`config.mk`:
```
export PLATFORM = sky130hd
export DESIGN_NAME = bike_motion
export DESIGN_NICKNAME = d
export VERILOG_FILES = /design/src/rtl/tron_pkg.sv /design/src/rtl/bike_step.sv /design/src/rtl/bike_motion.sv
export SDC_FILE = /design/constraint.sdc
export NUM_CORES = 1
export LEC_CHECK = 0
export CORE_MARGIN = 2
export CORE_UTILIZATION = 34
export CTS_CLUSTER_DIAMETER = 120
export DETAILED_ROUTE_END_ITERATION = 6
export HOLD_SLACK_MARGIN = 0.06
export MAX_ROUTING_LAYER = met4
export SYNTH_ARGS = -nofsm -noshare
export SYNTH_HDL_FRONTEND = slang
export SYNTH_HIERARCHICAL = 1
export SYNTH_SLANG_ARGS = --single-unit
```
`constraint.sdc`:
```
create_clock -name clock -period 2.75 [get_ports clock]
set_clock_uncertainty 0.15 [all_clocks]
set_input_delay 0.4125 -clock clock [delete_from_list [all_inputs] [get_ports clock]]
set_output_delay 0.4125 -clock clock [all_outputs]
set_load 0.01 [all_outputs]
```
`src/rtl/tron_pkg.sv`:
```
// Shared types for the light-cycle game logic.
// Directions, FSM states, head coordinates, grid defaults, winner codes.
package tron_pkg;

    localparam int COORD_W    = 10;
    localparam int GRID_W_DEF = 800;
    localparam int GRID_H_DEF = 600;

    typedef enum logic [1:0] {
        UP    = 2'b00,
        RIGHT = 2'b01,
        DOWN  = 2'b10,
        LEFT  = 2'b11
    } dir_t;

    typedef enum logic [2:0] {
        IDLE,
        WAIT,
        MOVE,
        Q1,
        Q2,
        Q3,
        RESOLVE,
        OVER
    } state_t;

    typedef struct packed {
        logic [COORD_W-1:0] x;
        logic [COORD_W-1:0] y;
    } pos_t;

    localparam logic [1:0] WIN_NONE = 2'b00;
    localparam logic [1:0] WIN_P1   = 2'b01;
    localparam logic [1:0] WIN_P2   = 2'b10;
    localparam logic [1:0] WIN_DRAW = 2'b11;

    // Opposite directions differ only in bit 1.
    function automatic logic is_reverse(
        input logic [1:0] req,
        input logic [1:0] cur
    );
        return (req ^ cur) == 2'b10;
    endfunction

endpackage

```
`src/rtl/bike_step.sv`:
```
// Combinational one-pixel step of a bike head in a given direction.
// Ports: head/dir in; next (saturated at the edge) and border flag out.
module bike_step
    import tron_pkg::*;
#(
    parameter int GRID_W = GRID_W_DEF,
    parameter int GRID_H = GRID_H_DEF
) (
    input  pos_t head,
    input  dir_t dir,
    output pos_t next,
    output logic border
);

    localparam logic [COORD_W-1:0] X_MAX = COORD_W'(GRID_W - 1);
    localparam logic [COORD_W-1:0] Y_MAX = COORD_W'(GRID_H - 1);

    // Off-grid steps raise border and leave the coordinate parked on the edge.
    always_comb begin
        next   = head;
        border = 1'b0;
        unique case (1'b1)
            (dir == UP): begin
                if (head.y == '0) border = 1'b1;
                else              next.y = head.y - 1'b1;
            end
            (dir == DOWN): begin
                if (head.y == Y_MAX) border = 1'b1;
                else                 next.y = head.y + 1'b1;
            end
            (dir == LEFT): begin
                if (head.x == '0) border = 1'b1;
                else              next.x = head.x - 1'b1;
            end
            (dir == RIGHT): begin
                if (head.x == X_MAX) border = 1'b1;
                else                 next.x = head.x + 1'b1;
            end
        endcase
    end

endmodule

```
`src/rtl/bike_motion.sv`:
```
// Light-cycle motion stage: steps both bikes, checks collisions, commits heads.
// Ports: clock/reset_n, tick/start, direction requests, occupancy lookup, heads/en_cond, game_over/winner.
module bike_motion
    import tron_pkg::*;
#(
    parameter int   GRID_W   = GRID_W_DEF,
    parameter int   GRID_H   = GRID_H_DEF,
    parameter int   STEP_DIV = 2,
    parameter int   P1_X     = 200,
    parameter int   P1_Y     = 300,
    parameter dir_t P1_DIR   = RIGHT,
    parameter int   P2_X     = 600,
    parameter int   P2_Y     = 300,
    parameter dir_t P2_DIR   = LEFT
) (
    input  logic               clock,
    input  logic               reset_n,
    input  logic               tick,
    input  logic               start,
    input  logic [1:0]         p1_dir,
    input  logic [1:0]         p2_dir,
    input  logic               p1_dir_valid,
    input  logic               p2_dir_valid,
    output logic               occ_req,
    output logic [COORD_W-1:0] occ_x,
    output logic [COORD_W-1:0] occ_y,
    input  logic               occ_hit,
    output logic [COORD_W-1:0] new_x1,
    output logic [COORD_W-1:0] new_y1,
    output logic [COORD_W-1:0] new_x2,
    output logic [COORD_W-1:0] new_y2,
    output logic               en_cond,
    output logic               game_over,
    output logic [1:0]         winner
);

    localparam pos_t START1 = {COORD_W'(P1_X), COORD_W'(P1_Y)};
    localparam pos_t START2 = {COORD_W'(P2_X), COORD_W'(P2_Y)};
    localparam logic [7:0] DIV_LAST = 8'(STEP_DIV - 1);

    state_t     state;
    logic [7:0] div;
    pos_t       head1, head2;
    pos_t       next1, next2;
    logic       border1, border2;
    logic       hit1, hit2;
    dir_t       pend1, pend2;
    dir_t       cmt1, cmt2;

    pos_t       s1_next, s2_next;
    logic       s1_border, s2_border;
    logic       restart;
    dir_t       cmt1_eff, cmt2_eff;
    logic       same, swap, crash1, crash2;

    assign new_x1 = head1.x;
    assign new_y1 = head1.y;
    assign new_x2 = head2.x;
    assign new_y2 = head2.y;

    assign restart = start && (state == IDLE || state == OVER);

    // Pending is what MOVE latches, so the step is computed from it directly.
    bike_step #(.GRID_W(GRID_W), .GRID_H(GRID_H)) u_step1 (
        .head   (head1),
        .dir    (pend1),
        .next   (s1_next),
        .border (s1_border)
    );

    bike_step #(.GRID_W(GRID_W), .GRID_H(GRID_H)) u_step2 (
        .head   (head2),
        .dir    (pend2),
        .next   (s2_next),
        .border (s2_border)
    );

    // During MOVE the pending direction is the one about to take effect, so a
    // request arriving then is screened against it rather than the stale one.
    assign cmt1_eff = (state == MOVE) ? pend1 : cmt1;
    assign cmt2_eff = (state == MOVE) ? pend2 : cmt2;

    always_ff @(posedge clock or negedge reset_n) begin
        if (!reset_n) begin
            pend1 <= P1_DIR;
            pend2 <= P2_DIR;
            cmt1  <= P1_DIR;
            cmt2  <= P2_DIR;
        end else if (restart) begin
            pend1 <= P1_DIR;
            pend2 <= P2_DIR;
            cmt1  <= P1_DIR;
            cmt2  <= P2_DIR;
        end else begin
            if (state == MOVE) begin
                cmt1 <= pend1;
                cmt2 <= pend2;
            end
            if (p1_dir_valid && !is_reverse(p1_dir, cmt1_eff))
                pend1 <= dir_t'(p1_dir);
            if (p2_dir_valid && !is_reverse(p2_dir, cmt2_eff))
                pend2 <= dir_t'(p2_dir);
        end
    end

    always_comb begin
        same   = (next1 == next2);
        swap   = (next1 == head2) && (next2 == head1);
        crash1 = border1 | hit1 | same | swap;
        crash2 = border2 | hit2 | same | swap;
    end

    always_ff @(posedge clock or negedge reset_n) begin
        if (!reset_n) begin
            state     <= IDLE;
            div       <= '0;
            head1     <= START1;
            head2     <= START2;
            next1     <= '0;
            next2     <= '0;
            border1   <= 1'b0;
            border2   <= 1'b0;
            hit1      <= 1'b0;
            hit2      <= 1'b0;
            occ_req   <= 1'b0;
            occ_x     <= '0;
            occ_y     <= '0;
            en_cond   <= 1'b0;
            game_over <= 1'b0;
            winner    <= WIN_NONE;
        end else begin
            en_cond <= 1'b0;
            occ_req <= 1'b0;
            unique case (state)
                IDLE, OVER: begin
                    if (start) begin
                        head1     <= START1;
                        head2     <= START2;
                        div       <= '0;
                        winner    <= WIN_NONE;
                        game_over <= 1'b0;
                        en_cond   <= 1'b1;
                        state     <= WAIT;
                    end
                end
                WAIT: begin
                    if (tick) begin
                        if (div == DIV_LAST) begin
                            div   <= '0;
                            state <= MOVE;
                        end else begin
                            div <= div + 8'd1;
                        end
                    end
                end
                MOVE: begin
                    next1   <= s1_next;
                    next2   <= s2_next;
                    border1 <= s1_border;
                    border2 <= s2_border;
                    occ_req <= 1'b1;
                    occ_x   <= s1_next.x;
                    occ_y   <= s1_next.y;
                    state   <= Q1;
                end
                Q1: begin
                    occ_req <= 1'b1;
                    occ_x   <= next2.x;
                    occ_y   <= next2.y;
                    state   <= Q2;
                end
                Q2: begin
                    hit1  <= occ_hit & ~border1;
                    state <= Q3;
                end
                Q3: begin
                    hit2  <= occ_hit & ~border2;
                    state <= RESOLVE;
                end
                RESOLVE: begin
                    if (!crash1 && !crash2) begin
                        head1   <= next1;
                        head2   <= next2;
                        en_cond <= 1'b1;
                        state   <= WAIT;
                    end else begin
                        winner    <= {crash1, crash2};
                        game_over <= 1'b1;
                        state     <= OVER;
                    end
                end
            endcase
        end
    end

endmodule

```
Yosys cells after proc, flatten, opt, wreduce, memory -nomap -nowiden. Index checks and enable logic that the tools add are counted. Widths: inputs -> output; s select.

Add/sub/neg operators: 9. Equality and inequality tests: 28. Muxes and demuxes: 57. Bitwise logic cells: 12. Reductions and logical operators: 28.

Operators by type and width (number): $pmux 10 s2 (6); $mux 10 (8); $mux 20 (4); $pmux 20 s2 (2); $eq 20x20->1 (3); $add 10x1->10 const B (4); $eq 10x10->1 const B (4); $logic_not 10->1 (4); $sub 10x1->10 const B (4); $mux 8 (3); $pmux 3 s7 (1); $mux 2 (10); $pmux 8 s2 (1); $mux 1 (13); $eq 2x2->1 const B (6); $eq 3x3->1 const B (4); $mux 3 (4); $reduce_and 3->1 (4); $ne 2x2->1 const B (5); $reduce_bool 2->1 (5); $add 8x1->8 const B (1); $eq 8x1->1 const B (1); $pmux 1 s4 (2); $eq 3x2->1 const B (2); other kinds (14) (33).

Flip-flop bits (word level): 128. Input port bits: 11. Output and inout port bits: 65. Word-level logic and storage cells: 158.

Longest topological paths before layout. Gate-level depths: netlist of run 1.

Depth after elaboration: 8. Depth in mapped cells: 10. Depth with buffers taken out: 8.

By module. The synthesis of run 1 kept the hierarchy.

Modules (own cells, without submodules): bike_motion (instances 1, cells an instance 579, area each 6299.8 µm², seq. area each 3229.3 µm²); bike_step (u_step1) (instances 1, cells an instance 160, area each 1073.5 µm², seq. area each 0.0 µm²); bike_step (u_step2) (instances 1, cells an instance 158, area each 1062.3 µm², seq. area each 0.0 µm²).

Worst setup path before layout of run 1. Ideal clock, no wire load.

Path kind: flip-flop to flip-flop. From: register head2, in the netlist new_x2[0]. To: register next2[16] in the netlist's numbering. Setup time: 0.125 ns. Arrival time: 2.176 ns. Required time: 2.475 ns. Slack: 0.300 ns. Stages on the path, launching flop included: 10. Path buffers: 2. Period minus slack after synthesis: 2.450 ns. Cell sequence: dfrtp_1 > inv_1 > ha_1 > or3b_1 > buf_2 > o311a_1 > buf_6 > a32oi_1 > xnor2_1 > mux2_2.

RTL lines: from (decl) (line bike_motion.sv:43) `pos_t head1, head2;`; from (signal assigned) (line bike_motion.sv:183) `head2 <= next2;`; to (signal assigned) (line bike_motion.sv:158) `next2 <= s2_next;`; to (decl) (line bike_motion.sv:44) `pos_t next1, next2;`.

Final worst setup path of run 1.
From: register head1, in the netlist new_x1[1]. To: register head2, in the netlist new_x2[9].

Cells in the longest elaborated chain, start to end: 7. Elaborated cells between the ends (all ways): 9. Those cells by class: eq/ne: 2; bitwise: 2; reduce/logical: 5.

RTL lines: from (decl) (line bike_motion.sv:43); from (signal assigned) (line bike_motion.sv:182) `head1 <= next1;`; $eq 20x20->1 * (line bike_motion.sv:108) `swap = (next1 == head2) && (next2 == head1);`; $logic_and 1x1->1 * (line bike_motion.sv:108); $or 1x1->1, on equally long branches (line bike_motion.sv:109, bike_motion.sv:110); $logic_not 1->1 (line bike_motion.sv:181) `if (!crash1 && !crash2) begin`; $logic_and 1x1->1 * (line bike_motion.sv:181); $ne 2x2->1 (no line) *; $reduce_and 3->1 (no line) *.

Mark *: on every way between the ends. The rest lies on a longest branch, timed or not. A chain may end at the register's enable or synchronous reset.

==> metrics.md, run 1 <==
| Metric | Value |
|---|---|
| # port buffers | 75 |
| Final core occ | 42.8% |
| Yosys warning total | 6 |
| Unrepaired setup endpoints after global routing | false |
| Syn avg cell area | 9.40 um^2 |
| Hold crit path type | primary input to async pin |
| CORE AREA | 0.0243 mm^2 |
| Width of the die | 162 um |
| Post-Synth XOR/XNOR Area | 8.62% |
| Commonest non-fill, non-tap cell in the layout | dfrtp_1 |
| Mapped Nets | 918 |
| Die H | 162 um |
| Tcrit/Tclk final | 93.3% |
| #FFs+latches synth | 128 |
| Clock sink count | 128 |
| PwrDens | 1200 mW/mm^2 |
| Clock tree root buffer cell | clkbuf_16 |
| Max Slew Vio Count | 0 |
| Post-Place Cell Area | 0.00973 mm^2 |
| Top FF cell, synth | dfrtp_1 |
| Placed cell count | 1291 |
| Drt first pass iters | 4 |
| Top-area cell type share of the netlist area | 31.7% |
| Mapped Area | 0.00844 mm^2 |
| CP Max Fanout | 21 |
| Ys async rst share | 100% |
| Reg-to-reg startpoint | new_x1[1] |
| Lkg Pwr | 4.37 nW |
| Post-synth top area cell | dfrtp_1 |
| Crit path arrival time | 2.76 ns |
| Detailed Route Iter0 Violations | 460 |
| Outcome | finished clean |
| Critical Path RT | 2.94 ns |
| Worst-Skew Late Latency | 0.43 ns |
| Reg2reg end | new_x2[9] |
| Row cnt | 57 |
| Post-route cell area | 0.0104 mm^2 |
| Post-synth EDFFs | 0 |
| WL final | 24200 um |
| Path depth of the worst reg2reg path | 8 |
| Commonest non-fill, non-tap cells in the layout | dfrtp_1, nand2_1, clkdlybuf4s50_1, o21ai_0, xnor2_1 |
| Vias | 7064 |
| All-layer global routing usage | 19.5% |
| CTS tree | yes |
| Simple-Gate Fraction of Synth Area | 19.4% |
| DRC | 0 |
| Post-synthesis cell type count | 88 |
| Post-route ant nets | 0 |
| NumNets Final | 1008 |
| Initial Util | 34.7% |
| Final setup TNS | 0 ns |
| Crit. Startpoint | new_x1[1] |
| First-pass GRT wire length | 38900 um |
| Fill cells | 2357 |
| Post-route insts no fill | 1324 |
| Cts bufs inserted | 17 |
| Postcts setup bufs | 0 |
| Crit path capture | new_x2[9] |
| HPWL after DPL | 17300 um |
| Gp weighted congestion | 0.912 |
| Area Overhead vs Synth | 23.4% |
| Adder-Cell Fraction of Synth Area | 1.48% |
| Final hold viol count | 0 |
| Largest net degree at the start of global routing | 111 |
| Aggregate global routing overflow | 0 |
| Final setup vio count | 0 |
| Crit path launch type | register |
| Post-synthesis sequential area ratio | 38.3% |
| CP endpoint kind | register |
| Reg2reg setup slack | 0.18 ns |
| Fmax | 390 MHz |
| CTS clk-pin slew, worst paths | 0.06 ns |
| Worst slew pin tran | 0.604 ns |
| Number of global-route vias before repair | 6785 |
| Minimum clock period | 2.57 ns |
| H-tree depth | 4 |
| Avg WL per Cell | 18.3 um |
| Cells after Synth | 897 |
| Die area | 0.0261 mm^2 |
| Worst slew margin | 59.3% |
| # diodes | 0 |
| Top cells by area, synth | dfrtp_1, mux2i_1, dfstp_2, xnor2_1, nand2_1 |
| Antenna violations before repair | 0 |
| Vias per cell | 5.34 |
| Maximum root-to-sink buffer count | 2 |
| Max IR drop VDD | 678 uV |
| Layout cell share with drive strength beyond 1 | 16.6% |
| Critical path class | register to register |
| Main combinational cell family by area after synthesis | simple AND/OR/NAND/NOR gates |
| Compound-Gate Fraction of Synth Area | 14.4% |
| Max-Cap Viols | 0 |
| # IOs | 76 |
| Mux cell area share after synthesis | 11.9% |
| Final Power | 12.5 mW |
sequential cells by signal, indices dropped and copies added, names as in the netlist, 2 cells and up:
signal  cells
new_x1     10
occ_x      10
pend1       2
winner      2
cmt1        2
next1      20
occ_y      10
cmt2        2
next2      20
new_y2     10
new_x2     10
state       3
div         8
pend2       2
new_y1     10
where the power goes:
part / switching (mW) / internal, mW / total (mW)
sequential: 1.23 / 2.68 / 3.91
combinational: 3.14 / 2.95 / 6.09
clock: 0.886 / 1.64 / 2.52
how the worst min path moves through the flow:
stage	start	to	slack, ns	cells after the start
2_1_floorplan	reset_n	border1	-0.03	0
3_3_place_gp	reset_n	occ_req	0.16	1
3_5_place_dp	reset_n	occ_req	0.16	1
4_1_cts	reset_n	occ_y[0]	0.26	2
5_1_grt	reset_n	occ_y[0]	0.29	2
6_report	reset_n	occ_y[0]	0.26	2
per-layer routing:
layer	GRT usage, %	part of all wire, %	routed length [um]	up-vias
met1	26.8	47	11300	3432
met3	2.95	4.9	1180	29
li1	-	-	-	3370
met4	5.07	1.4	329	0
met5	-	0	0	-
met2	30.1	47	11300	233
repair_timing:
item | 4_1_cts | 5_1_grt
endpoints found under the hold margin | 18 | 0
gates resized for setup | 0 | 3
hold buffers | 1 | 0
setup endpoints to repair | 0 | 6
cells in the mapped netlist, types with 4 or more instances:
cell type and count:
xor2_1 23, a31oi_1 6, dfstp_2 21, and2_1 4, nand2_1 102, nor2b_1 7, inv_1 50, mux2i_1 56
nor2_1 35, or2_2 4, nor4_1 11, nand2b_1 27, nor3_1 16, and4_1 6, mux2_4 10, a211oi_1 5
or3_1 5, o21ai_0 68, and3_1 14, xnor2_1 60, clkbuf_1 26, a31o_2 4, buf_2 20, a21oi_1 18
o2bb2ai_1 4, mux2_2 22, a22o_1 7, nand4_1 19, dfrtp_1 107, o31ai_1 6, a21o_1 5, nand3_1 22
mux2_1 4, ha_1 10, o21ai_1 4, buf_6 6
layout make-up:
class,instances,area (um^2),share of cell area [%]
repair buffers,127,1200,11.6
inverters,50,188,1.80
clock buffers,19,443,4.26
multi-input cells,663,4730,45.4
flip-flops and latches,128,3230,31.0
clock inverters,13,209,2.01
well taps,324,405,3.90
kinds of logic after synthesis:
family,Yosys count
compound gates,175
xor+xnor,83
mux,92
flops,128
buf+inv,106
fa+ha+maj,10
simple gates,303
critical path: stages, from the launching register on:
cell and delay, ns:
dfrtp_1 0.54, xnor2_1 0.16, buf_4 0.15, nand4_1 0.11, nor4_2 0.34, nand4_2 0.28
nand4_4 0.18, buf_12 0.21, mux2_1 0.36
per-stage QoR:
step                setup slack, ns  hold WS [ns]
floorplan                     0.300       -0.0331
global route                 0.0371         0.286
detailed placement            0.173         0.157
finish                        0.184         0.263
CTS                           0.115         0.258
global placement              0.110         0.162
(Power assumes the default switching activity.)
==> run 2: changes to the inputs <==
- SLEW_MARGIN: unset -> 20
==> results of run 2 <==
Final layout, timing and power as in run 1 (identical DEF).
